<file path="src/rtl/seq_mult_param.sv">
`default_nettype none
// ============================================================================
// Module     : seq_mult_param
// Description: Multi-cycle shift-add multiplier, signed/unsigned per operation,
//              2*WIDTH-bit product on hi/lo. Define MULT_OVF_EN to add ovf.
// Revision   : 1.0
// ============================================================================
module seq_mult_param #(
  parameter int WIDTH = 32,
  parameter int CNT_W = $clog2(WIDTH + 1)
) (
  input  logic             clk,
  input  logic             rst,
  input  logic             start,
  input  logic             is_signed,
  input  logic [WIDTH-1:0] a,
  input  logic [WIDTH-1:0] b,
  output logic             busy,
  output logic             done,
  output logic [WIDTH-1:0] hi,
  output logic [WIDTH-1:0] lo
`ifdef MULT_OVF_EN
  ,
  output logic             ovf
`endif
);

  typedef enum logic [1:0] {
    S_IDLE = 2'd0,
    S_RUN  = 2'd1,
    S_DONE = 2'd2
  } state_t;

  state_t               r_state;
  state_t               w_state_nxt;
  logic [WIDTH-1:0]     r_mcand;
  logic [2*WIDTH-1:0]   r_prod;
  logic [CNT_W-1:0]     r_cnt;
  logic                 r_neg;
  logic [WIDTH-1:0]     w_mag_a;
  logic [WIDTH-1:0]     w_mag_b;
  logic [WIDTH:0]       w_sum;
  logic [2*WIDTH-1:0]   w_res;
  logic [WIDTH-1:0]     w_res_hi;
  logic [WIDTH-1:0]     w_res_lo;
  logic                 w_last;

  // Magnitude of the most-negative value wraps to 2^(WIDTH-1), which is correct unsigned.
  assign w_mag_a  = (is_signed && a[WIDTH-1]) ? -a : a;
  assign w_mag_b  = (is_signed && b[WIDTH-1]) ? -b : b;
  assign w_sum    = {1'b0, r_prod[2*WIDTH-1:WIDTH]} + (r_prod[0] ? {1'b0, r_mcand} : '0);
  assign w_last   = (r_cnt == CNT_W'(WIDTH));
  assign w_res    = r_neg ? -r_prod : r_prod;
  assign w_res_hi = w_res[2*WIDTH-1:WIDTH];
  assign w_res_lo = w_res[WIDTH-1:0];

  always_ff @(posedge clk or posedge rst) begin
    if (rst) r_state <= S_IDLE;
    else     r_state <= w_state_nxt;
  end

  always_comb begin
    w_state_nxt = r_state;
    busy        = 1'b0;
    done        = 1'b0;
    case (r_state)
      S_IDLE: if (start) w_state_nxt = S_RUN;
      S_RUN: begin
        busy = 1'b1;
        if (w_last) w_state_nxt = S_DONE;
      end
      S_DONE: begin
        busy        = 1'b1;
        done        = 1'b1;
        w_state_nxt = S_IDLE;
      end
      default: w_state_nxt = S_IDLE;
    endcase
  end

`ifdef MULT_OVF_EN
  logic r_sgn;
`endif

  always_ff @(posedge clk or posedge rst) begin
    if (rst) begin
      r_mcand <= '0;
      r_prod  <= '0;
      r_cnt   <= '0;
      r_neg   <= 1'b0;
      hi      <= '0;
      lo      <= '0;
`ifdef MULT_OVF_EN
      r_sgn   <= 1'b0;
      ovf     <= 1'b0;
`endif
    end else begin
      case (r_state)
        S_IDLE: begin
          if (start) begin
            r_mcand <= w_mag_a;
            r_prod  <= {{WIDTH{1'b0}}, w_mag_b};
            r_cnt   <= '0;
            r_neg   <= is_signed & (a[WIDTH-1] ^ b[WIDTH-1]);
`ifdef MULT_OVF_EN
            r_sgn   <= is_signed;
`endif
          end
        end
        S_RUN: begin
          if (w_last) begin
            hi  <= w_res_hi;
            lo  <= w_res_lo;
`ifdef MULT_OVF_EN
            ovf <= r_sgn ? (w_res_hi != {WIDTH{w_res_lo[WIDTH-1]}}) : (w_res_hi != '0);
`endif
          end else begin
            // Carry of the partial sum shifts into the product MSB.
            r_prod <= {w_sum, r_prod[WIDTH-1:1]};
            r_cnt  <= r_cnt + CNT_W'(1);
          end
        end
        default: ;
      endcase
    end
  end

endmodule
`default_nettype wire

</file>
<file path="config.mk">
export PLATFORM = sky130hd
export DESIGN_NAME = seq_mult_param
export DESIGN_NICKNAME = d
export VERILOG_FILES = /design/src/rtl/seq_mult_param.sv
export SDC_FILE = /design/constraint.sdc
export NUM_CORES = 1
export LEC_CHECK = 0
export CAP_MARGIN = 5
export CORE_MARGIN = 3
export CORE_UTILIZATION = 45
export CTS_CLUSTER_SIZE = 30
export DETAILED_ROUTE_END_ITERATION = 6
export PLACE_DENSITY = 0.67
export SYNTH_ARGS = -nofsm -noshare
export SYNTH_HDL_FRONTEND = slang
export SYNTH_SLANG_ARGS = --single-unit
</file>
<file path="constraint.sdc">
create_clock -name clk -period 5.31 [get_ports clk]
set_input_delay 1.062 -clock clk [delete_from_list [all_inputs] [get_ports clk]]
set_output_delay 1.062 -clock clk [all_outputs]
set_load 0.01 [all_outputs]
</file>
# Word level (Yosys, flattened, before mapping)
# Cells that the tools add are included.
[classes]
addsub = 5
n_eq_ne = 6
mux = 15
n_bitwise = 2
n_reduce_logical = 9
[ops]
columns = ["op", "n"]
rows = [
  ["$mux 64", 3],
  ["$pmux 64 s2", 1],
  ["$mux 32", 3],
  ["$neg 32->32", 2],
  ["$neg 64->64", 1],
  ["$add 32x32->33", 1],
  ["$mux 6", 2],
  ["$pmux 6 s2", 1],
  ["$add 6x1->6 const B", 1],
  ["$eq 6x6->1 const B", 1],
  ["$ne 2x2->1 const B", 3],
  ["$reduce_and 2->1", 3],
  ["$mux 2", 2],
  ["$pmux 2 s2", 1],
  ["$reduce_and 3->1", 1],
  ["$eq 2x1->1 const B", 1],
  ["$eq 2x2->1 const B", 1],
  ["$logic_and 1x1->1", 2],
  ["$logic_not 2->1", 1],
  ["$mux 1", 2],
  ["$reduce_bool 2->1", 1],
  ["$reduce_or 2->1", 1],
  ["$and 1x1->1", 1],
  ["$xor 1x1->1", 1],
]
[totals]
register_bits = 169
input_bits = 68
out_inout_bits = 66
word_cells = 44

# Longest topological paths before layout
[depth]
ltp_word = 4
depth_mapped = 14
mapped_depth_nobuf = 12

# Least setup slack after synthesis
# Ideal clock, no wire load.
[synth_path]
path_type = "register to register"
startpoint = "reg r_prod[0]"
endpoint = "reg r_prod[57]"
setup_ns = 0.126
t_arrival_ns = 3.141
t_required_ns = 5.184
setup_slack_ns = 2.043
stages_incl_launch_ff = 15
path_buffers = 2
synth_period_minus_slack_ns = 3.267
path_cell_list = "dfrtp_1 clkbuf_1 clkbuf_1 and2_1 ha_1 inv_1 fa_1 nor2b_1 o21ai_0 o21ai_0 a31oi_1 o21ai_0 a31oi_1 o2111a_1 a221o_1"
[synth_via]
elab_chain_cells = 4
[synth_lines]
columns = ["element", "line_no", "source"]
rows = [
  ["start: declaration", "37", "logic [2*WIDTH-1:0] r_prod;"],
  ["start signal: assignment", "102", "r_prod <= {{WIDTH{1'b0}}, w_mag_b};"],
  ["start signal: assignment", "119", "r_prod <= {w_sum, r_prod[WIDTH-1:1]};"],
  ["$mux 32", "51", "assign w_sum = {1'b0, r_prod[2*WIDTH-1:WIDTH]} + (r_prod[0] ? {1'b0, r_mcand} : '0);"],
  ["$add 32x32->33", "51", ""],
  ["$mux 64", "111", "if (w_last) begin"],
  ["$pmux 64 s2", "98", "case (r_state)"],
]
# Every way passes these cells. The select of a mux whose other input is x is not followed.
# A chain may end at the register's enable or synchronous reset.

# Worst setup path after layout
[layout_path]
startpoint = "in a[10]"
endpoint = "reg r_mcand[30]"
[layout_via]
elab_chain_cells = 2
[layout_lines]
columns = ["element", "line_no", "source"]
rows = [
  ["start: declaration", "16", "input logic [WIDTH-1:0] a,"],
  ["$neg 32->32", "49", "assign w_mag_a = (is_signed && a[WIDTH-1]) ? -a : a;"],
  ["$mux 32", "49", ""],
  ["end signal: assignment", "101", "r_mcand <= w_mag_a;"],
  ["end: declaration", "36", "logic [WIDTH-1:0] r_mcand;"],
]
# Every way passes these cells.

==> impl_summary.log <==
INFO  metric dieArea = about 0.026 mm2
INFO  metric max-vdd-ir-drop = between 0.2 and 0.25 mV
INFO  metric multi_input_area = about 0.0063 mm2
INFO  metric vias_per_cell = ~5.5
INFO  metric cp_data_required_time = between 5 and 6 ns
INFO  metric synth_edf_count = 0
INFO  metric synth-seq-area-share = 0.3879
INFO  metric post_route_cells_drive_above_1_share = 0.04707
INFO  metric gr-usage-all-layers = 0.2147
INFO  metric number_of_distinct_standard_cells_referenced_by_the_synthesized_netlist = between 60 and 70
INFO  metric worst_slack = roughly 1.8 ns
INFO  metric type_of_the_setup_path_with_the_least_slack = in -> reg
INFO  metric preCtsSetupSlack = around 1.4 ns
INFO  metric fp.dieW = approximately 160 um
INFO  metric finalCriticalPeriod = approximately 3.6 ns
INFO  metric totalWireLength = roughly 28000 um
INFO  metric place_area = roughly 0.012 mm2
INFO  metric die_y = 161.7 um
INFO  metric slew_headroom = 0.2859
INFO  metric placeableCoreArea = about 0.024 mm2
INFO  metric final.setup_skew = 0.009193 ns
INFO  metric synth_nets = 1384
INFO  metric final-seq-area = roughly 0.0042 mm2
INFO  metric start_util = 0.4617
INFO  metric hpwlAfterDp = roughly 21000 um
INFO  metric number_of_placement_rows = between 50 and 60
INFO  metric final_cell_mix = sky130_fd_sc_hd__o21ai_0 (207), sky130_fd_sc_hd__nand2_1 (195), sky130_fd_sc_hd__dfrtp_1 (169), sky130_fd_sc_hd__clkdlybuf4s50_1 (133), sky130_fd_sc_hd__xor2_1 (104)
INFO  metric rsz_0062_raised_after_global_routing = false
INFO  metric antenna_violations_before_repair = 0
INFO  metric layout.cells.most_common = sky130_fd_sc_hd__o21ai_0
INFO  metric number_of_max_slew_violations_in_the_final_report = 0
INFO  metric synthesis.instances = 1274
INFO  metric post_cts_resized = 0
INFO  metric first_global_vias = a little under 9000
INFO  metric post-route-period-util = 0.6703
INFO  metric post_synth_instance_area = between 0.01 and 0.015 mm2
INFO  metric grt_max_degree = 130
INFO  metric tightestPinTransition = 1.071 ns
INFO  metric gpl.final_weighted_congestion = 0.8811
INFO  metric drt_first_pass_iters = 5
INFO  metric hold_path.class = reg -> reg
INFO  metric cts_hold_buffers = 0
INFO  metric post-cts-setup-buffers = 0
INFO  metric grt_remaining_overflow = 0
INFO  metric place.detailed.instances = about 1700
INFO  metric grt_pass1_wl = about 46000 um
INFO  metric worstPathArrival = ~3.9 ns
INFO  metric final_util = 0.5519
INFO  metric layout-area-overhead-vs-synth = 19.53%
INFO  metric power.density = approximately 460 mW/mm2
INFO  metric pin_count = 134
INFO  metric fillCellCount = approximately 2200
INFO  metric clk_pin_slew = ~0.070 ns
INFO  metric maximum_clock_path_buffer_count = 2
INFO  metric yosys_register_bits = 169
INFO  metric path_max_fanout = 5
INFO  metric max_freq = ~0.28 GHz
INFO  metric stdcell_area = about 0.013 mm2
INFO  metric cts_num_sinks = 169
INFO  metric insertedDiodeCount = 0
INFO  metric clkLatencyLatePin = roughly 0.43 ns
INFO  metric post_drt_wl_per_cell = approximately 16 um
INFO  metric result_of_the_run = completed
INFO  metric ys.warnings.count = 0
INFO  metric detail_route.drc_violations = 0
INFO  metric final_hold_viol_count = 0
INFO  metric syn_area_per_cell = between 8 and 9 um2
INFO  metric critPathLaunchType = input port
INFO  metric power.static_leakage = ~0.0054 uW
INFO  metric cts_tree = built
INFO  metric setup_viol = 0
INFO  metric drt_iter0_markers = about 690
INFO  metric clk_root_buffer_cell = sky130_fd_sc_hd__clkbuf_16
INFO  metric cts_made_buffers = 17
INFO  metric detail-route-antenna-nets = 0
INFO  metric cts_htree_levels = 4
INFO  metric ys.flop_type = sky130_fd_sc_hd__dfrtp_1
INFO  metric max_cap_violations = 0
INFO  metric setup.worst_path.end_class = register
INFO  metric fin_nets = about 1500
INFO  metric totalNegativeSetupSlack = 0 ns
INFO  metric finish.cell_count_without_fillers = 1700
INFO  metric vias = around 9400
INFO  metric synthArstFlopShare = 1.000
INFO  metric port_buffers = about 130
==> through the flow <==
step           power (uW)  hold WS [ns]
2_1_floorplan        3967        0.4418
3_3_place_gp         4643        0.4530
3_5_place_dp         4695        0.4672
4_1_cts              5980        0.4824
5_1_grt              6465        0.5075
6_report             5962        0.4742
==> worst max-delay path, stage by stage <==
cell,delay (ns)
sky130_fd_sc_hd__clkdlybuf4s50_1,0.49
sky130_fd_sc_hd__or4_1,0.56
sky130_fd_sc_hd__nor4_1,0.39
sky130_fd_sc_hd__nand4b_1,0.24
sky130_fd_sc_hd__nor4b_1,0.45
sky130_fd_sc_hd__nand2b_1,0.16
sky130_fd_sc_hd__o31ai_1,0.26
sky130_fd_sc_hd__xor2_1,0.16
sky130_fd_sc_hd__o21ai_0,0.08
==> cell type report <==
cell class,count,area share
repair buffers,142,0.1083
clock inverters,15,0.01373
well taps,319,0.03063
multi-input cells,1009,0.4816
inverters,29,0.008641
clock buffers,17,0.03264
flip-flops and latches,169,0.3245
==> power breakdown <==
| part | internal [uW] | switching [uW] | total, uW |
|---|---|---|---|
| combinational | 1040 | 1530 | 2570 |
| sequential | 1640 | 487 | 2120 |
| clock | 678 | 589 | 1270 |
| total | 3360 | 2610 | 5960 |
==> kinds of logic (layout without fill, tap and decap cells) <==
logic type	Yosys count	after routing	share of synthesized area
AO/OA/AOI/OAI	391	391	0.2133
AND/OR/NAND/NOR	426	426	0.1899
buffers and inverters	96	203	0.03810
XOR/XNOR	139	139	0.1117
multiplexers	11	11	0.01021
flip-flops	169	169	0.3879
adder cells (fa/ha/maj)	42	42	0.04889
==> path summary, 6_finish.rpt <==
kind	endpoint	start	slack (ns)	cells past startpoint
worst max-delay path	r_mcand[30]	a[10]	1.75	9
worst min-delay path	r_mcand[9]	r_mcand[9]	0.47	2
worst max register to register	r_prod[57]	r_prod[0]	1.81	12
worst min register to register	r_mcand[9]	r_mcand[9]	0.47	2
max in group asynchronous	r_prod[19]	rst	3.40	3
min in group asynchronous	hi[1]	rst	0.95	2
==> layer usage <==
metal / wire length [um] / global-route usage / share of wire / vias to the layer above
li1: - / - / - / 4744
met5: 0 / 0 / 0 / -
met3: 1735 / 0.03826 / 0.062 / 25
met4: 347 / 0.04963 / 0.012 / 0
met1: 13870 / 0.3212 / 0.50 / 4371
met2: 11970 / 0.3264 / 0.43 / 271
==> cell usage after synthesis (3+ instances only) <==
master                       n  share of area
sky130_fd_sc_hd__a31oi_1    11         0.0063
sky130_fd_sc_hd__xor2_1    104          0.084
sky130_fd_sc_hd__inv_1      29          0.010
sky130_fd_sc_hd__nand3_1    23          0.011
sky130_fd_sc_hd__nand4_1     8         0.0046
sky130_fd_sc_hd__o211ai_1    3         0.0021
sky130_fd_sc_hd__a222oi_1    7         0.0064
sky130_fd_sc_hd__dfrtp_1   169           0.39
sky130_fd_sc_hd__or3_1       6         0.0034
sky130_fd_sc_hd__clkbuf_8    4         0.0050
sky130_fd_sc_hd__and3_1     11         0.0063
sky130_fd_sc_hd__ha_1       41          0.047
sky130_fd_sc_hd__nor2b_1     6         0.0034
sky130_fd_sc_hd__or4_1      13         0.0090
sky130_fd_sc_hd__a21oi_1    60          0.028
sky130_fd_sc_hd__mux2i_1    10         0.0092
sky130_fd_sc_hd__clkbuf_1   56          0.019
sky130_fd_sc_hd__o41ai_1    16          0.013
sky130_fd_sc_hd__nor3_1     23          0.011
sky130_fd_sc_hd__a22oi_1    17          0.012
sky130_fd_sc_hd__a22o_1      3         0.0024
sky130_fd_sc_hd__a21o_1      9         0.0062
sky130_fd_sc_hd__o31ai_1    33          0.023
sky130_fd_sc_hd__o21ai_0   207          0.095
sky130_fd_sc_hd__or4_4       3         0.0031
sky130_fd_sc_hd__nand2b_1    6         0.0034
sky130_fd_sc_hd__xnor2_1    35          0.028
sky130_fd_sc_hd__nand2_1   198          0.068
sky130_fd_sc_hd__nor2_1     65          0.022
sky130_fd_sc_hd__buf_1       5         0.0017
sky130_fd_sc_hd__and2_1     36          0.021
sky130_fd_sc_hd__nor4_1      9         0.0052
==> registers in the layout, indices dropped and copies added, names as in the netlist <==
name / cells
r_mcand: 32
lo: 32
r_prod: 64
r_neg: 1
r_cnt: 6
r_state: 2
hi: 32
Power figures use the tool's default switching activity.
